===== config.mk =====
export PLATFORM = sky130hd
export DESIGN_NAME = radix4_operand_feeder
export DESIGN_NICKNAME = d
export VERILOG_FILES = /design/src/rtl/radix4_operand_feeder.sv
export SDC_FILE = /design/constraint.sdc
export NUM_CORES = 1
export LEC_CHECK = 0
export ABC_AREA = 1
export ABC_CLOCK_PERIOD_IN_PS = 4000
export CORE_MARGIN = 4
export CORE_UTILIZATION = 57
export CTS_CLUSTER_DIAMETER = 40
export DETAILED_ROUTE_END_ITERATION = 12
export DONT_BUFFER_PORTS = 1
export PLACE_DENSITY_LB_ADDON = 0.3
export RECOVER_POWER = 50
export SYNTH_ARGS = -nofsm -noshare
export SYNTH_HDL_FRONTEND = slang
export SYNTH_SLANG_ARGS = --single-unit

===== constraint.sdc =====
create_clock -name clk -period 4 [get_ports clk]
set_clock_uncertainty 0.05 [all_clocks]
set_input_delay 1 -clock clk [delete_from_list [all_inputs] [get_ports clk]]
set_output_delay 1 -clock clk [all_outputs]
set_load 0.05 [all_outputs]

===== src/rtl/radix4_operand_feeder.sv =====
// Radix-4 operand feeder: buffers a 16-point complex frame, then issues four
// butterfly operand sets (x1..x4 plus twiddles W^n, W^2n, W^3n) from registers.
module radix4_operand_feeder #(
    parameter int N_POINT = 16,
    parameter int TW_FRAC = 14
) (
    input  logic        clk,
    input  logic        rst,
    input  logic        in_valid,
    output logic        in_ready,
    input  logic [15:0] in_re,
    input  logic [15:0] in_im,
    output logic [15:0] x1_re,
    output logic [15:0] x1_im,
    output logic [15:0] x2_re,
    output logic [15:0] x2_im,
    output logic [15:0] x3_re,
    output logic [15:0] x3_im,
    output logic [15:0] x4_re,
    output logic [15:0] x4_im,
    output logic [15:0] cos0,
    output logic [15:0] sin0,
    output logic [15:0] cos1,
    output logic [15:0] sin1,
    output logic [15:0] cos2,
    output logic [15:0] sin2,
    output logic        out_valid,
    input  logic        out_ready,
    output logic        out_last
);

    localparam logic [15:0] TW_ONE = 16'(1 << TW_FRAC);

    typedef enum logic {FILL, ISSUE} state_t;

    // Each entry packs {re, im}.
    typedef logic [31:0] cplx_t;

    state_t                    state_q;
    logic   [3:0]              wr_cnt_q;
    logic   [1:0]              n_q;
    cplx_t  [N_POINT-1:0]      buf_q;
    cplx_t  [3:0]              ops_q;
    cplx_t  [3:0]              ops_d;
    cplx_t  [2:0]              tw_q;
    cplx_t  [2:0]              tw_d;
    logic                      out_valid_q;
    logic                      out_last_q;
    logic   [1:0]              grp_d;
    logic   [3:0]              base_d;
    logic   [3:0]              k1_d;
    logic   [3:0]              k2_d;
    logic   [3:0]              k3_d;
    logic                      wr_en;
    logic                      consume;

    // Q1.14 twiddle ROM, {cos, -sin}; only the exponents a 16-point radix-4
    // stage ever needs are populated.
    function automatic cplx_t tw_rom(input logic [3:0] k);
        cplx_t r;
        case (k)
            4'd0:    r = {TW_ONE, 16'sd0};
            4'd1:    r = {16'sd15137, -16'sd6270};
            4'd2:    r = {16'sd11585, -16'sd11585};
            4'd3:    r = {16'sd6270, -16'sd15137};
            4'd4:    r = {16'sd0, -16'sd16384};
            4'd6:    r = {-16'sd11585, -16'sd11585};
            4'd9:    r = {-16'sd15137, 16'sd6270};
            default: r = '0;
        endcase
        return r;
    endfunction

    assign in_ready = (state_q == FILL);
    assign wr_en    = !rst && (state_q == FILL) && in_valid;
    assign consume  = (state_q == ISSUE) && out_ready;

    // Operands are preloaded for the group about to be shown: group 0 on the
    // edge that completes the fill, otherwise the group after the current one.
    always_comb begin
        grp_d  = (state_q == FILL) ? 2'd0 : n_q + 2'd1;
        base_d = {grp_d, 2'b00};
        k1_d   = {2'b00, grp_d};
        k2_d   = {1'b0, grp_d, 1'b0};
        k3_d   = k1_d + k2_d;
        ops_d  = '0;
        for (int j = 0; j < 4; j++) begin
            ops_d[j] = buf_q[base_d + 4'(j)];
        end
        tw_d    = '0;
        tw_d[0] = tw_rom(k1_d);
        tw_d[1] = tw_rom(k2_d);
        tw_d[2] = tw_rom(k3_d);
    end

    // Frame buffer is not reset; wr_cnt restarts so a full refill always
    // precedes the next issue.
    always_ff @(posedge clk) begin
        if (wr_en) begin
            buf_q[wr_cnt_q] <= {in_re, in_im};
        end
    end

    always_ff @(posedge clk) begin
        if (rst) begin
            state_q     <= FILL;
            wr_cnt_q    <= '0;
            n_q         <= '0;
            out_valid_q <= 1'b0;
            out_last_q  <= 1'b0;
            ops_q       <= '0;
            tw_q        <= '0;
        end else begin
            case (state_q)
                FILL: begin
                    if (in_valid) begin
                        wr_cnt_q <= wr_cnt_q + 4'd1;
                        if (wr_cnt_q == 4'd15) begin
                            state_q     <= ISSUE;
                            n_q         <= 2'd0;
                            out_valid_q <= 1'b1;
                            out_last_q  <= 1'b0;
                            ops_q       <= ops_d;
                            tw_q        <= tw_d;
                        end
                    end
                end
                ISSUE: begin
                    if (consume) begin
                        if (n_q == 2'd3) begin
                            state_q     <= FILL;
                            n_q         <= 2'd0;
                            out_valid_q <= 1'b0;
                            out_last_q  <= 1'b0;
                        end else begin
                            n_q        <= n_q + 2'd1;
                            out_last_q <= (n_q == 2'd2);
                            ops_q      <= ops_d;
                            tw_q       <= tw_d;
                        end
                    end
                end
                default: state_q <= FILL;
            endcase
        end
    end

    assign x1_re = ops_q[0][31:16];
    assign x1_im = ops_q[0][15:0];
    assign x2_re = ops_q[1][31:16];
    assign x2_im = ops_q[1][15:0];
    assign x3_re = ops_q[2][31:16];
    assign x3_im = ops_q[2][15:0];
    assign x4_re = ops_q[3][31:16];
    assign x4_im = ops_q[3][15:0];

    assign cos0 = tw_q[0][31:16];
    assign sin0 = tw_q[0][15:0];
    assign cos1 = tw_q[1][31:16];
    assign sin1 = tw_q[1][15:0];
    assign cos2 = tw_q[2][31:16];
    assign sin2 = tw_q[2][15:0];

    assign out_valid = out_valid_q;
    assign out_last  = out_last_q;

endmodule


==> summary.md <==
| Metric | Value |
|---|---|
| Die width | 224 um |
| Period Utilization, post-route | 84.8% |
| DRC Markers | 0 |
| CP arrival | 3.54 ns |
| Clock Path Buffers | 3 |
| Ys Warns | 0 |
| FP Rows | 78 |
| Cell count after synthesis | 2571 |
| Area of the die | 0.0502 mm^2 |
| Fin util | 64.8% |
| Critical Path Max Stage Delay | 1.50 ns |
| Clock power frac | 50.9% |
| Crit path time final | 3.39 ns |
| Root buf cell | clkbuf_16 |
| Kind of critical path | register to register |
| # H-tree levels | 3 |
| TritonCTS clock tree | yes |
| Total Wirelength | 67800 um |
| Pins Over Slew Limit | 122 |
| Worst reg2reg path startpoint | state_q$_SDFF_PP0_ |
| Core footprint | 0.0458 mm^2 |
| Failing checks | capacitance limit, slew limit |
| Slowest CP cell | clkbuf_1 |
| Number of buffers created by CTS | 84 |
| CP Max Fanout | 38 |
| Worst-path clk slew | 0.05 ns |
| Fmax | 0.295 GHz |
| WHS Endpoint | cos2[6]$_SDFFE_PP0P_ |
| Final TNS setup | 0 ns |
| Input/output buffers | 0 |
| Rel. slew slack | -38.9% |
| Gpl congestion | 0.821 |
| Max rail drop VDD | 0.453 mV |
| Worst Setup Start Kind | register |
| Layout cells sized above 1 | 8.43% |
| Initial antenna violation count | 2 |
| Flop pwr share | 48.2% |
| Placed cell area | 0.0267 mm^2 |
| Fill cells | 3366 |
| WHS Path Cells | 1 |
| Least-Margin Pin Slew | 2.08 ns |
| Combinational Power Share | 0.9% |
| Register area | 0.0185 mm^2 |
| Most frequent CP cell | nand2_1 |
| Sequential fraction of the synthesis area | 69.3% |
| # setup viols final | 0 |
| Unrepaired setup endpoints after global routing | no |
| Initial Util | 58.1% |
| Reg-to-reg endpoint | buf_q[367]$_DFFE_PP_ |
| IO Pins | 263 |
| Mean post-synth cell area | 10.3 um^2 |
| Clk sinks | 665 |
| Wire per inst | 21.6 um |
| Largest net degree at the start of global routing | 131 |
| Worst setup EP type | register |
| Final Hold Viols | 0 |
| Flop and latch count out of synthesis | 665 |
| Pwr per Cell Area | 523 mW/mm^2 |
| All-layer global routing usage | 26.9% |
| CP cell instances | inv_4 > nand2_1 > inv_1 > nand2_1 > nor3_2 > clkbuf_1 |
| Cells on worst reg2reg path | 6 |
| Area Growth Syn to Fin | 11.4% |
| Nets | 2509 |
| Static leakage | 11.7 nW |
| Hpwl dp | 37800 um |
| Hold WC Path Type | primary input to register |
| Router iterations before antenna repair | 5 |
| Vias | 18100 |
| Vias in the first global route | 17700 |
| Pint | 12.3 mW |
| R2R setup slack | 0.61 ns |
| First-pass GRT wire length | 104000 um |
| Cell area after layout | 0.0296 mm^2 |
| Post-Syn Area | 0.0266 mm^2 |
| Clock latency on the worst-skew pair | 0.63 ns |
| CP required | 4.15 ns |
| Status | finished with violations |
| Post-CTS setup buffer count | 0 |
| CTS resizes | 0 |
| Total gr overflow | 0 |
| Vias per std cell | 5.75 |
| # hold bufs at CTS | 0 |
| Routed Antenna Nets | 0 |
| Netlist cell types | 25 |
| Initial drt markers | 2193 |
| Hold Crit Start | rst |
| Max-cap violation count | 2 |
| Multi-input logic area | 0.00691 mm^2 |
| Sw Pwr | 3.20 mW |
| Chip Height | 224 um |
| Sw frac | 20.6% |
layout make-up:
type	count	share of cell area (%)
antenna	1	0.00844
clock buffer	95	7.34
tap	600	2.53
timing repair buffer	43	1.46
sequential	665	62.3
inverter	17	0.274
multi-input combinational	1656	23.3
clock inverter	63	2.78
layer usage:
layer  vias up  part of all wire [%]  track usage (%)
li1       8310                     -                -
met1      8827                    40             36.7
met2       820                    48             42.8
met3       110                   9.0             6.08
met4         0                   3.2             9.74
met5         -                     0                0
cell usage in the layout, fill, tap and decap left out, types with 4 or more instances in the layout:
cell type   count
nand2_1       923
edfxtp_1      512
nor2_1        282
nand3_1       266
dfxtp_1       145
o21ai_0       128
clkbuf_16      85
buf_4          28
a21oi_1        16
inv_1          12
bufinv_16      12
nor2_4         11
inv_6          11
clkinv_4       10
clkbuf_1       10
conb_1          8
clkinv_2        8
o21ai_1         7
buf_12          7
ha_1            6
clkinvlp_4      6
dfxtp_4         6
inv_4           5
clkinv_1        5
clkbuf_2        5
inv_8           4
clkinv_8        4
worst max-delay path: cells and delay by family (launching register included):
family,cells,cell delay [ns]
buffers and inverters,3,1.91
DFF,1,0.48
and+or+nand+nor,3,0.47
worst max-delay path by stage:
stage,start,endpoint,slack [ns],cells after the start
detailed placement,state_q$_SDFF_PP0_,x1_im[14]$_SDFFE_PP0P_,1.08,8
CTS,cos2[6]$_SDFFE_PP0P_,sin1[7],0.88,1
global route,state_q$_SDFF_PP0_,buf_q[367]$_DFFE_PP_,0.45,6
finish,state_q$_SDFF_PP0_,buf_q[367]$_DFFE_PP_,0.61,6
global placement,state_q$_SDFF_PP0_,x1_im[6]$_SDFFE_PP0P_,1.14,8
floorplan,in_valid,buf_q[100]$_DFFE_PP_,0.05,4
logic make-up after synthesis:
family          count (synthesis)  synth area share (%)
flops                         665                  69.3
other cells                     1                0.0141
buf+inv                       257                  5.13
simple gates                 1490                  22.4
compound gates                152                  2.87
fa+ha+maj                       6                 0.282
synthesized netlist by cell type:
cell      instances  area, um^2
a21oi_1          16        80.1
buf_1            19        71.3
buf_2            29         145
buf_4            92         691
buf_6             2        22.5
clkbuf_1         98         368
conb_1            1        3.75
dfxtp_1         153        3060
edfxtp_1        512       15400
ha_1              6        75.1
inv_1            12        45.0
inv_2             4        15.0
inv_4             1        6.26
nand2_1         923        3460
nand2_2           1        6.26
nand2_4           2        22.5
nand3_1         266        1330
nand4_1           2        12.5
nor2_1          291        1090
nor2_2            1        6.26
nor2_4            1        11.3
nor3_1            3        15.0
o21ai_0         128         641
o21ai_1           7        35.0
o21bai_1          1        7.51
stage by stage:
| stage | power [mW] | setup WS [ns] | hold slack, ns | cells |
|---|---|---|---|---|
| after floorplan | 7.73 | 0.0538 | 0.422 | 2578 |
| after global placement | 7.75 | 1.14 | 0.431 | 2981 |
| after detailed placement | 7.76 | 1.08 | 0.455 | 2981 |
| after CTS | 15.6 | 0.876 | 0.358 | 3139 |
| after global routing | 15.9 | 0.446 | 0.363 | 3139 |
| final | 15.5 | 0.609 | 0.392 | 3140 |
power by group through the flow:
stage	Clock (mW)	Sequential [mW]	Combinational (mW)
CTS	7.98	7.47	0.137
finish	7.90	7.48	0.134
global placement	0	7.62	0.134
detailed placement	0	7.62	0.136
global route	8.29	7.47	0.151
floorplan	0	7.62	0.102
sequential cells by signal (all words and copies together) (netlist names):
register   cells
cos1           1
x1_re         16
x2_im         16
n_q            2
state_q        1
cos2          10
wr_cnt_q       4
x3_re         16
x4_re         16
buf_q        512
out_last       1
x1_im         16
out_valid      1
cos0           3
x3_im         16
sin2           2
x4_im         16
x2_re         16
Power figures use the tool's default switching activity.
